[src/rtl/sseg_pkg.sv]
// rtl/sseg_pkg.sv - shared constants for the seven-segment capture path
//   NUM_DIGITS    digits on the multiplexed bus
//   SEG_BLANK     all segments off (active-low)
//   AN_BLANK      no digit strobe asserted
//   GLYPH_0..F    active-low {g,f,e,d,c,b,a} patterns for hex 0..F
package sseg_pkg;

  localparam int NUM_DIGITS = 4;

  localparam logic [6:0] SEG_BLANK = 7'h7F;
  localparam logic [3:0] AN_BLANK  = 4'hF;

  localparam logic [6:0] GLYPH_0 = 7'h40;
  localparam logic [6:0] GLYPH_1 = 7'h79;
  localparam logic [6:0] GLYPH_2 = 7'h24;
  localparam logic [6:0] GLYPH_3 = 7'h30;
  localparam logic [6:0] GLYPH_4 = 7'h19;
  localparam logic [6:0] GLYPH_5 = 7'h12;
  localparam logic [6:0] GLYPH_6 = 7'h02;
  localparam logic [6:0] GLYPH_7 = 7'h78;
  localparam logic [6:0] GLYPH_8 = 7'h00;
  localparam logic [6:0] GLYPH_9 = 7'h10;
  localparam logic [6:0] GLYPH_A = 7'h08;
  localparam logic [6:0] GLYPH_B = 7'h03;
  localparam logic [6:0] GLYPH_C = 7'h46;
  localparam logic [6:0] GLYPH_D = 7'h21;
  localparam logic [6:0] GLYPH_E = 7'h06;
  localparam logic [6:0] GLYPH_F = 7'h0E;

endpackage

[src/rtl/sseg_to_hex.sv]
// rtl/sseg_to_hex.sv - combinational glyph-to-nibble decoder
//   glyph   in  7  active-low {g,f,e,d,c,b,a}
//   nibble  out 4  decoded hex value, 0 when glyph is not a hex glyph
//   ok      out 1  glyph is one of the 16 hex glyphs
module sseg_to_hex
  import sseg_pkg::*;
(
  input  logic [6:0] glyph,
  output logic [3:0] nibble,
  output logic       ok
);

  always_comb begin
    nibble = 4'h0;
    ok     = 1'b1;
    case (glyph)
      GLYPH_0: nibble = 4'h0;
      GLYPH_1: nibble = 4'h1;
      GLYPH_2: nibble = 4'h2;
      GLYPH_3: nibble = 4'h3;
      GLYPH_4: nibble = 4'h4;
      GLYPH_5: nibble = 4'h5;
      GLYPH_6: nibble = 4'h6;
      GLYPH_7: nibble = 4'h7;
      GLYPH_8: nibble = 4'h8;
      GLYPH_9: nibble = 4'h9;
      GLYPH_A: nibble = 4'hA;
      GLYPH_B: nibble = 4'hB;
      GLYPH_C: nibble = 4'hC;
      GLYPH_D: nibble = 4'hD;
      GLYPH_E: nibble = 4'hE;
      GLYPH_F: nibble = 4'hF;
      default: ok = 1'b0;
    endcase
  end

endmodule

[src/rtl/sseg_capture.sv]
// rtl/sseg_capture.sv - captures and decodes a multiplexed four-digit display bus
//   clk         in  1   system clock
//   reset       in  1   synchronous, active-high
//   an          in  4   digit strobes, active-low
//   sseg        in  8   segments, active-low, [7] = dp
//   hex         out 16  decoded digits, digit k at [4k+3:4k]
//   dp          out 4   raw dp bit per digit
//   seg_ok      out 4   digit k holds a legal hex glyph
//   frame_tick  out 1   pulse when all four digits have been captured
//   an_err      out 1   pulse when a settled strobe is not one-hot-low
//   live        out 1   frame seen and no timeout since
module sseg_capture
  import sseg_pkg::*;
#(
  parameter int SETTLE  = 4,
  parameter int TIMEOUT = 262144,
  parameter int TO_W    = 19
) (
  input  logic        clk,
  input  logic        reset,
  input  logic [3:0]  an,
  input  logic [7:0]  sseg,
  output logic [15:0] hex,
  output logic [3:0]  dp,
  output logic [3:0]  seg_ok,
  output logic        frame_tick,
  output logic        an_err,
  output logic        live
);

  localparam int ST_W = (SETTLE > 2) ? $clog2(SETTLE) : 1;
  localparam logic [ST_W-1:0] ST_MAX = ST_W'(SETTLE - 1);
  localparam logic [TO_W-1:0] TO_MAX = TO_W'(TIMEOUT);

  logic [11:0]                  in_r_q, in_r_d, in_p_q, in_p_d;
  logic [ST_W-1:0]              stab_q, stab_d;
  logic                         done_q, done_d;
  logic [NUM_DIGITS-1:0][6:0]   seg_q, seg_d;
  logic [NUM_DIGITS-1:0]        dp_raw_q, dp_raw_d;
  logic [NUM_DIGITS-1:0]        seen_q, seen_d;
  logic [TO_W-1:0]              to_cnt_q, to_cnt_d;
  logic                         frame_hit_q, frame_hit_d;
  logic                         err_hit_q, err_hit_d;
  logic [15:0]                  hex_q, hex_d;
  logic [3:0]                   dp_q, dp_d;
  logic [3:0]                   seg_ok_q, seg_ok_d;
  logic                         frame_tick_q, frame_tick_d;
  logic                         an_err_q, an_err_d;
  logic                         live_q, live_d;

  logic                         changed, settled, legal, capture;
  logic [1:0]                   idx;
  logic [NUM_DIGITS-1:0]        seen_next;
  logic [NUM_DIGITS-1:0][3:0]   nib;
  logic [NUM_DIGITS-1:0]        nib_ok;

  for (genvar k = 0; k < NUM_DIGITS; k++) begin : g_dec
    sseg_to_hex u_dec (
      .glyph  (seg_q[k]),
      .nibble (nib[k]),
      .ok     (nib_ok[k])
    );
  end

  always_comb begin
    in_r_d      = {an, sseg};
    in_p_d      = in_r_q;
    stab_d      = stab_q;
    done_d      = done_q;
    seg_d       = seg_q;
    dp_raw_d    = dp_raw_q;
    seen_d      = seen_q;
    seen_next   = seen_q;
    frame_hit_d = 1'b0;
    err_hit_d   = 1'b0;
    legal       = 1'b0;
    idx         = 2'd0;
    capture     = 1'b0;

    changed = (in_r_q != in_p_q);
    if (changed) begin
      stab_d = '0;
      done_d = 1'b0;
    end else if (stab_q != ST_MAX) begin
      stab_d = stab_q + 1'b1;
    end
    // The dwell acts on the edge where stab reaches its ceiling; done keeps a
    // long dwell from acting again while stab sits saturated.
    settled = !changed && (stab_d == ST_MAX) && !done_q;
    if (settled) done_d = 1'b1;

    case (in_p_q[11:8])
      4'b1110: begin legal = 1'b1; idx = 2'd0; end
      4'b1101: begin legal = 1'b1; idx = 2'd1; end
      4'b1011: begin legal = 1'b1; idx = 2'd2; end
      4'b0111: begin legal = 1'b1; idx = 2'd3; end
      default: legal = 1'b0;
    endcase

    capture   = settled && legal;
    err_hit_d = settled && !legal && (in_p_q[11:8] != AN_BLANK);

    if (capture) begin
      seg_d[idx]    = in_p_q[6:0];
      dp_raw_d[idx] = in_p_q[7];
      seen_next     = seen_q | (NUM_DIGITS'(1) << idx);
      if (seen_next == {NUM_DIGITS{1'b1}}) begin
        frame_hit_d = 1'b1;
        seen_d      = '0;
      end else begin
        seen_d = seen_next;
      end
    end

    if (capture)                 to_cnt_d = '0;
    else if (to_cnt_q != TO_MAX) to_cnt_d = to_cnt_q + 1'b1;
    else                         to_cnt_d = to_cnt_q;

    live_d = live_q;
    if (frame_hit_q) live_d = 1'b1;
    // to_cnt_d is zero whenever a capture happens, so a capture always wins.
    if (to_cnt_d == TO_MAX) begin
      live_d = 1'b0;
      seen_d = '0;
    end

    hex_d        = nib;
    dp_d         = dp_raw_q;
    seg_ok_d     = nib_ok;
    frame_tick_d = frame_hit_q;
    an_err_d     = err_hit_q;
  end

  always_ff @(posedge clk) begin
    if (reset) begin
      in_r_q       <= {AN_BLANK, 8'hFF};
      in_p_q       <= {AN_BLANK, 8'hFF};
      stab_q       <= '0;
      done_q       <= 1'b0;
      seg_q        <= {NUM_DIGITS{SEG_BLANK}};
      dp_raw_q     <= '0;
      seen_q       <= '0;
      to_cnt_q     <= '0;
      frame_hit_q  <= 1'b0;
      err_hit_q    <= 1'b0;
      hex_q        <= '0;
      dp_q         <= '0;
      seg_ok_q     <= '0;
      frame_tick_q <= 1'b0;
      an_err_q     <= 1'b0;
      live_q       <= 1'b0;
    end else begin
      in_r_q       <= in_r_d;
      in_p_q       <= in_p_d;
      stab_q       <= stab_d;
      done_q       <= done_d;
      seg_q        <= seg_d;
      dp_raw_q     <= dp_raw_d;
      seen_q       <= seen_d;
      to_cnt_q     <= to_cnt_d;
      frame_hit_q  <= frame_hit_d;
      err_hit_q    <= err_hit_d;
      hex_q        <= hex_d;
      dp_q         <= dp_d;
      seg_ok_q     <= seg_ok_d;
      frame_tick_q <= frame_tick_d;
      an_err_q     <= an_err_d;
      live_q       <= live_d;
    end
  end

  assign hex        = hex_q;
  assign dp         = dp_q;
  assign seg_ok     = seg_ok_q;
  assign frame_tick = frame_tick_q;
  assign an_err     = an_err_q;
  assign live       = live_q;

endmodule
[config.mk]
export PLATFORM = sky130hd
export DESIGN_NAME = sseg_capture
export DESIGN_NICKNAME = d
export VERILOG_FILES = /design/src/rtl/sseg_pkg.sv /design/src/rtl/sseg_to_hex.sv /design/src/rtl/sseg_capture.sv
export SDC_FILE = /design/constraint.sdc
export NUM_CORES = 1
export LEC_CHECK = 0
export CAP_MARGIN = 20
export CORE_ASPECT_RATIO = 1.1
export CORE_MARGIN = 2
export CORE_UTILIZATION = 55
export DETAILED_ROUTE_END_ITERATION = 16
export DONT_BUFFER_PORTS = 1
export PLACE_DENSITY = 0.75
export SLEW_MARGIN = 20
export SYNTH_ARGS = -nofsm -noshare
export SYNTH_HDL_FRONTEND = slang
export SYNTH_HIERARCHICAL = 1
export SYNTH_SLANG_ARGS = --single-unit
[constraint.sdc]
create_clock -name clk -period 1.9 [get_ports clk]
set_input_delay 0.19 -clock clk [delete_from_list [all_inputs] [get_ports clk]]
set_output_delay 0.19 -clock clk [all_outputs]
set_load 0.05 [all_outputs]
==> impl_results.md, run 1 <==
* Yosys reg bits at 111
* Final Wtd Congestion at 0.890
* Hold Vio Cnt, Final at 0
* Die height at 113 um
* Post-synth ARST share at 0%
* Pleak at 2.89 nW
* DR pass1 iterations at 5
* Final min period at 2.07 ns
* Pwr dens at 601 mW/mm2
* CP endpoint kind: flip-flop
* Status: complete, but fails checks
* Pin count of the biggest net entering global routing at 91
* Layout area overhead at 29.7%
* Synth Flop Type: dfxtp_1
* Fin Setup TNS at -2.60 ns
* H-tree depth at 3
* Global Route Usage Sum at 26.1%
* Final core occ at 73.5%
* DRC at 0
* Cells after Synth at 676
* Avg Cell Area, Syn at 8.71 um2
* EDFF count, synth at 0
* Total length of routed wires at 15.3 mm
* Worst Hold Class: in -> reg
* CTS max path bufs at 2
* Layout cells sized above 1 at 26.7%
* Die X at 103 um
* Count of different cell masters after synthesis at 59
* Vias per cell at 5.92
* RSZ-0062 raised after global routing: yes
* Clock Tree Root: clkbuf_16
* CP startpoint kind: flip-flop
* Worst slew pin tran at 0.576 ns
* Via count at 5389
* Clock transition at path regs at 0.07 ns
* Initial antenna violation count at 0
* Clk sinks at 111
* Ant. Diodes at 0
* Seq/Total Area, Yosys at 37.7%
* Syn_nets at 692
* Max IR drop VDD at 0.000535 V
* Crit path kind: reg -> reg
* Row count at 39
* Critical path data required time at 2.14 ns
* Synthesis warning total at 6
* Post-route setup slack at -0.166 ns
* MaxCap Viol Count at 0
* CTS Buf Count at 9
* CP Max Fanout at 5
* Die Footprint at 0.0116 mm2
* Routed Antenna Nets at 0
* Slew Viols, Final at 0
* Port bufs at 0
* Fill cell count at 697
* Post-Place Cells at 832
* Tot Pwr at 4.59 mW
* IO Pins at 41
* F_max at 0.484 GHz
* Commonest non-fill, non-tap cell in the layout: dfxtp_1
* Arrival @ worst endpoint at 2.30 ns
* Routed WL per cell at 16.8 um
* First-pass GRT wire length at 24.2 mm
* Final period util at 109%
* Final setup viols at 36
* # nets final at 779
* CTS tree: built
* Most frequent cells in the layout: dfxtp_1 (90), buf_4 (73), nor2_1 (64)
* Clock Latency Late Sink at 0.36 ns
* Multi-input gate area at 0.00366 mm2
* Fin Clk Skew at 0.0152 ns
* Register area at 0.00227 mm2
* Initial core utilization at 56.7%
* Mapped cell area at 0.00589 mm2
* CORE AREA at 0.0104 mm2
* Vias in the first global route at 5097
* Failing checks: negative setup slack
* Slew HR at 61.5%
* Layout Cells excl Fill at 910
* Detail Placement HPWL at 8.85 mm
* Grt total ovfl at 0
* DR iter-0 viols at 355
layer usage:
metal	share of wire [%]	wire [um]	vias to the layer above	global-route usage [%]
met4	1.8	269	0	7.47
met1	40	6070	2608	32.2
met2	54	8250	173	46.4
met5	0	0	-	0
li1	-	-	2581	-
met3	4.6	702	27	4.30
sequential cells by signal (all words and copies together) (netlist names), 2 cells and up:
register  flops
seg_q        28
to_cnt_q     19
hex          16
in_p_d       12
in_p_q       12
dp            4
dp_d          4
seen_q        4
seg_ok        4
stab_q        2
through the flow:
stage,area (um2),hold WS [ns],setup WS (ns)
after floorplan,6010,0.294,-0.0562
after global placement,6420,0.269,-0.0830
after detailed placement,6420,0.269,-0.204
after CTS,7350,-0.101,-0.0332
after global routing,7640,0.141,-0.210
final,7640,0.146,-0.166
power breakdown:
group	internal (mW)	total, mW	switching, mW
logic	0.176	0.319	0.144
registers	2.35	2.39	0.0365
clock network	1.02	1.89	0.867
final cells by class:
type,instances,area share [%]
multi-input combinational,501,47.9
sequential,111,29.7
timing repair buffer,128,15.7
clock buffer,12,3.09
tap,143,2.34
inverter,12,0.622
clock inverter,3,0.589
kinds of logic after synthesis:
kind of cell | synth area share (%)
simple gates | 33.7
mux | 2.38
xor+xnor | 5.04
compound gates | 14.6
fa+ha+maj | 0.595
flops | 37.7
buf+inv | 5.88
critical path, cell delays in order, from the launching register on:
cell and delay (ns):
dfxtp_4 0.39, nand4_1 0.20, buf_4 0.22, nor3_2 0.26, xnor2_2 0.19, o2111ai_2 0.21
nor4_4 0.24, buf_4 0.20, nor3_2 0.04
final timing paths:
kind                             startpoint   endpoint  slack [ns]  cells after the start
worst min-delay path                  reset     done_q        0.15                      2
worst max register to register  to_cnt_q[0]  seen_q[0]       -0.17                      8
worst min register to register    stab_q[0]  stab_q[0]        0.44                      1
worst max-delay path            to_cnt_q[0]  seen_q[0]       -0.17                      8
Yosys cell counts, types with 5 or more instances:
cell type / count / area, um2
dfxtp_1: 111 / 2220
nor2_1: 64 / 240
nor2b_1: 61 / 382
nand2_1: 36 / 135
a211o_1: 30 / 263
or2_2: 25 / 156
o21ai_0: 22 / 110
buf_2: 21 / 105
nand3_1: 19 / 95.1
nor3_1: 19 / 95.1
xor2_1: 19 / 166
a21oi_1: 15 / 75.1
buf_4: 15 / 113
mux2i_1: 14 / 140
nor3b_1: 14 / 105
or3_1: 13 / 81.3
xnor2_1: 13 / 114
clkbuf_1: 12 / 45.0
inv_1: 12 / 45.0
nor4_1: 11 / 68.8
nor4b_1: 10 / 87.6
and3_1: 8 / 50.1
a211o_2: 6 / 60.1
a31oi_1: 5 / 31.3
nand2b_1: 5 / 31.3
nand4b_1: 5 / 43.8
o2111ai_1: 5 / 43.8
o211ai_1: 5 / 37.5
o21bai_1: 5 / 37.5
o221ai_1: 5 / 43.8
repair_timing:
item | CTS | global route
pin swaps | 12 | 15
setup endpoints to repair | 33 | 53
setup buffers | 11 | 9
hold buffers | 42 | 1
hold endpoints to repair | 88 | 58
gates resized for setup | 37 | 46
gates cloned | 0 | 1
No activity file was read; power rests on OpenSTA's default activity.
==> run 2: changes to the inputs <==
--- a/config.mk
+++ b/config.mk
@@ -11,7 +11,7 @@
 export CORE_UTILIZATION = 55
 export DETAILED_ROUTE_END_ITERATION = 16
 export DONT_BUFFER_PORTS = 1
-export PLACE_DENSITY = 0.75
+export PLACE_DENSITY_LB_ADDON = 0.12
 export SLEW_MARGIN = 20
 export SYNTH_ARGS = -nofsm -noshare
 export SYNTH_HDL_FRONTEND = slang
==> impl_results.md, run 2 (synthesis gave the netlist of run 1 again) <==
* Final Wtd Congestion at 0.855
* Clk sinks at 111
* Crit-path slowest cell: nor4_4
* Status: complete, but fails checks
* DP Worst Slack at -0.198 ns
* DRC at 0
* Ant. Diodes at 0
* Worst path depth at 8
* Fin Clk Skew at 0.00688 ns
* IO Pins at 41
* WHS at 0.138 ns
* Total length of routed wires at 13.1 mm
* F_max at 0.514 GHz
* Critical path data required time at 2.14 ns
* Pleak at 2.70 nW
* Failing checks: negative setup slack
* Fin Setup TNS at -0.583 ns
* Critical path, cell by cell: xor2_2 > nor4_4 > nand4_4 > buf_12 > nor2_4 > buf_12 > nor2b_1 > a211o_1
* Die Footprint at 0.0116 mm2
* Max reg flops at 28
* Worst slew pin tran at 0.538 ns
* CP Max Fanout at 6
* Worst path bufs/invs at 2
* Final instance area at 0.00725 mm2
* # nets final at 748
* Hold Vio Cnt, Final at 0
* Pwr dens at 612 mW/mm2
* Post-Place Cells at 835
* Row count at 39
* Die X at 103 um
* Final period util at 102%
* Most frequent cells in the layout: dfxtp_1 (90), buf_4 (74), nor2_1 (63)
* Pin count of the biggest net entering global routing at 89
* Commonest non-fill, non-tap cell in the layout: dfxtp_1
* CP startpoint kind: flip-flop
* CTS Buf Count at 9
* CORE AREA at 0.0104 mm2
* Layout area overhead at 23.1%
* RSZ-0062 raised after global routing: yes
* Delay-heaviest family, CP: simple AND/OR/NAND/NOR gates
* Final setup viols at 25
* Grt total ovfl at 0
* Port bufs at 0
* Via count at 5115
* DR iter-0 viols at 307
* Slew HR at 64.1%
* DP Area at 0.00644 mm2
* Vias in the first global route at 4702
* Clock transition at path regs at 0.07 ns
* MaxCap Viol Count at 0
* Critical path launch point: in_p_q[5]
* R2R depth at 8
* Hold wc startpoint: reset
* Layout Cells excl Fill at 880
* Worst Hold Depth at 2
* Fill cell count at 825
* Crit Reg-Reg Startpoint: in_p_q[5]
* Vias per cell at 5.81
* Arrival @ worst endpoint at 2.18 ns
* Routed WL per cell at 14.8 um
* Worst Hold Class: in -> reg
* Tot Pwr at 4.44 mW
* Crit path kind: reg -> reg
* Initial core utilization at 56.7%
* CTS tree: built
* Detail Placement HPWL at 8.58 mm
* Initial antenna violation count at 0
* DR pass1 iterations at 5
* Max IR drop VDD at 0.000592 V
* Top reg by flops: seg_q
* Clock Latency Late Sink at 0.35 ns
* Routed Antenna Nets at 0
* Global Route Usage Sum at 23.3%
* Delay of the slowest critical-path stage at 0.36 ns
* CTS max path bufs at 2
* Slew Viols, Final at 0
* Final core occ at 69.7%
* Die height at 113 um
* Layout cells sized above 1 at 26.7%
* Post-route setup slack at -0.0457 ns
* Final min period at 1.95 ns
* CP endpoint kind: flip-flop
* CP most frequent cell: buf_12
* First-pass GRT wire length at 21.8 mm
* H-tree depth at 3
* Clock Tree Root: clkbuf_16
==> run 2: path summary, 6_finish.rpt <==
path	to	slack (ns)
setup reg to reg	seg_q[7]	-0.05
setup / recovery	seg_q[7]	-0.05
hold reg to reg	stab_q[0]	0.44
hold / removal	stab_q[0]	0.14
==> run 2: timing repair <==
action                                  in CTS  in global routing
hold buffers                                13                  0
pin swaps                                    7                 11
gates cloned                                 0                  1
resized for setup                           34                 31
buffers inserted                             8                  7
endpoints found under the setup margin      32                 51
hold endpoints to repair                    88                  0
==> run 2: final cells by class <==
type	count	area, um2	share of cell area (%)
Timing Repair Buffer	97	882	12.2
Clock buffer	14	264	3.64
Clock inverter	2	15.0	0.207
Inverter	12	45.0	0.621
Sequential cell	111	2270	31.3
Tap cell	143	179	2.47
Multi-Input combinational cell	501	3600	49.6
==> run 2: worst register-to-register path: stages (launching register included) <==
cell and delay, ns:
dfxtp_2 0.34, xor2_2 0.20, nor4_4 0.36, nand4_4 0.18, buf_12 0.18, nor2_4 0.14, buf_12 0.14, nor2b_1 0.05
a211o_1 0.26
==> run 2: power breakdown <==
part | internal [mW] | switching [mW] | leakage [nW]
clock network | 0.963 | 0.805 | 0.129
registers | 2.35 | 0.0301 | 0.908
logic | 0.152 | 0.142 | 1.67
==> run 2: layer usage <==
layer / vias up / global-route usage [%] / wire length (um)
li1: 2516 / - / -
met1: 2430 / 30.4 / 5830
met2: 141 / 37.3 / 6400
met3: 28 / 3.86 / 472
met4: 0 / 11.3 / 365
met5: - / 0 / 0
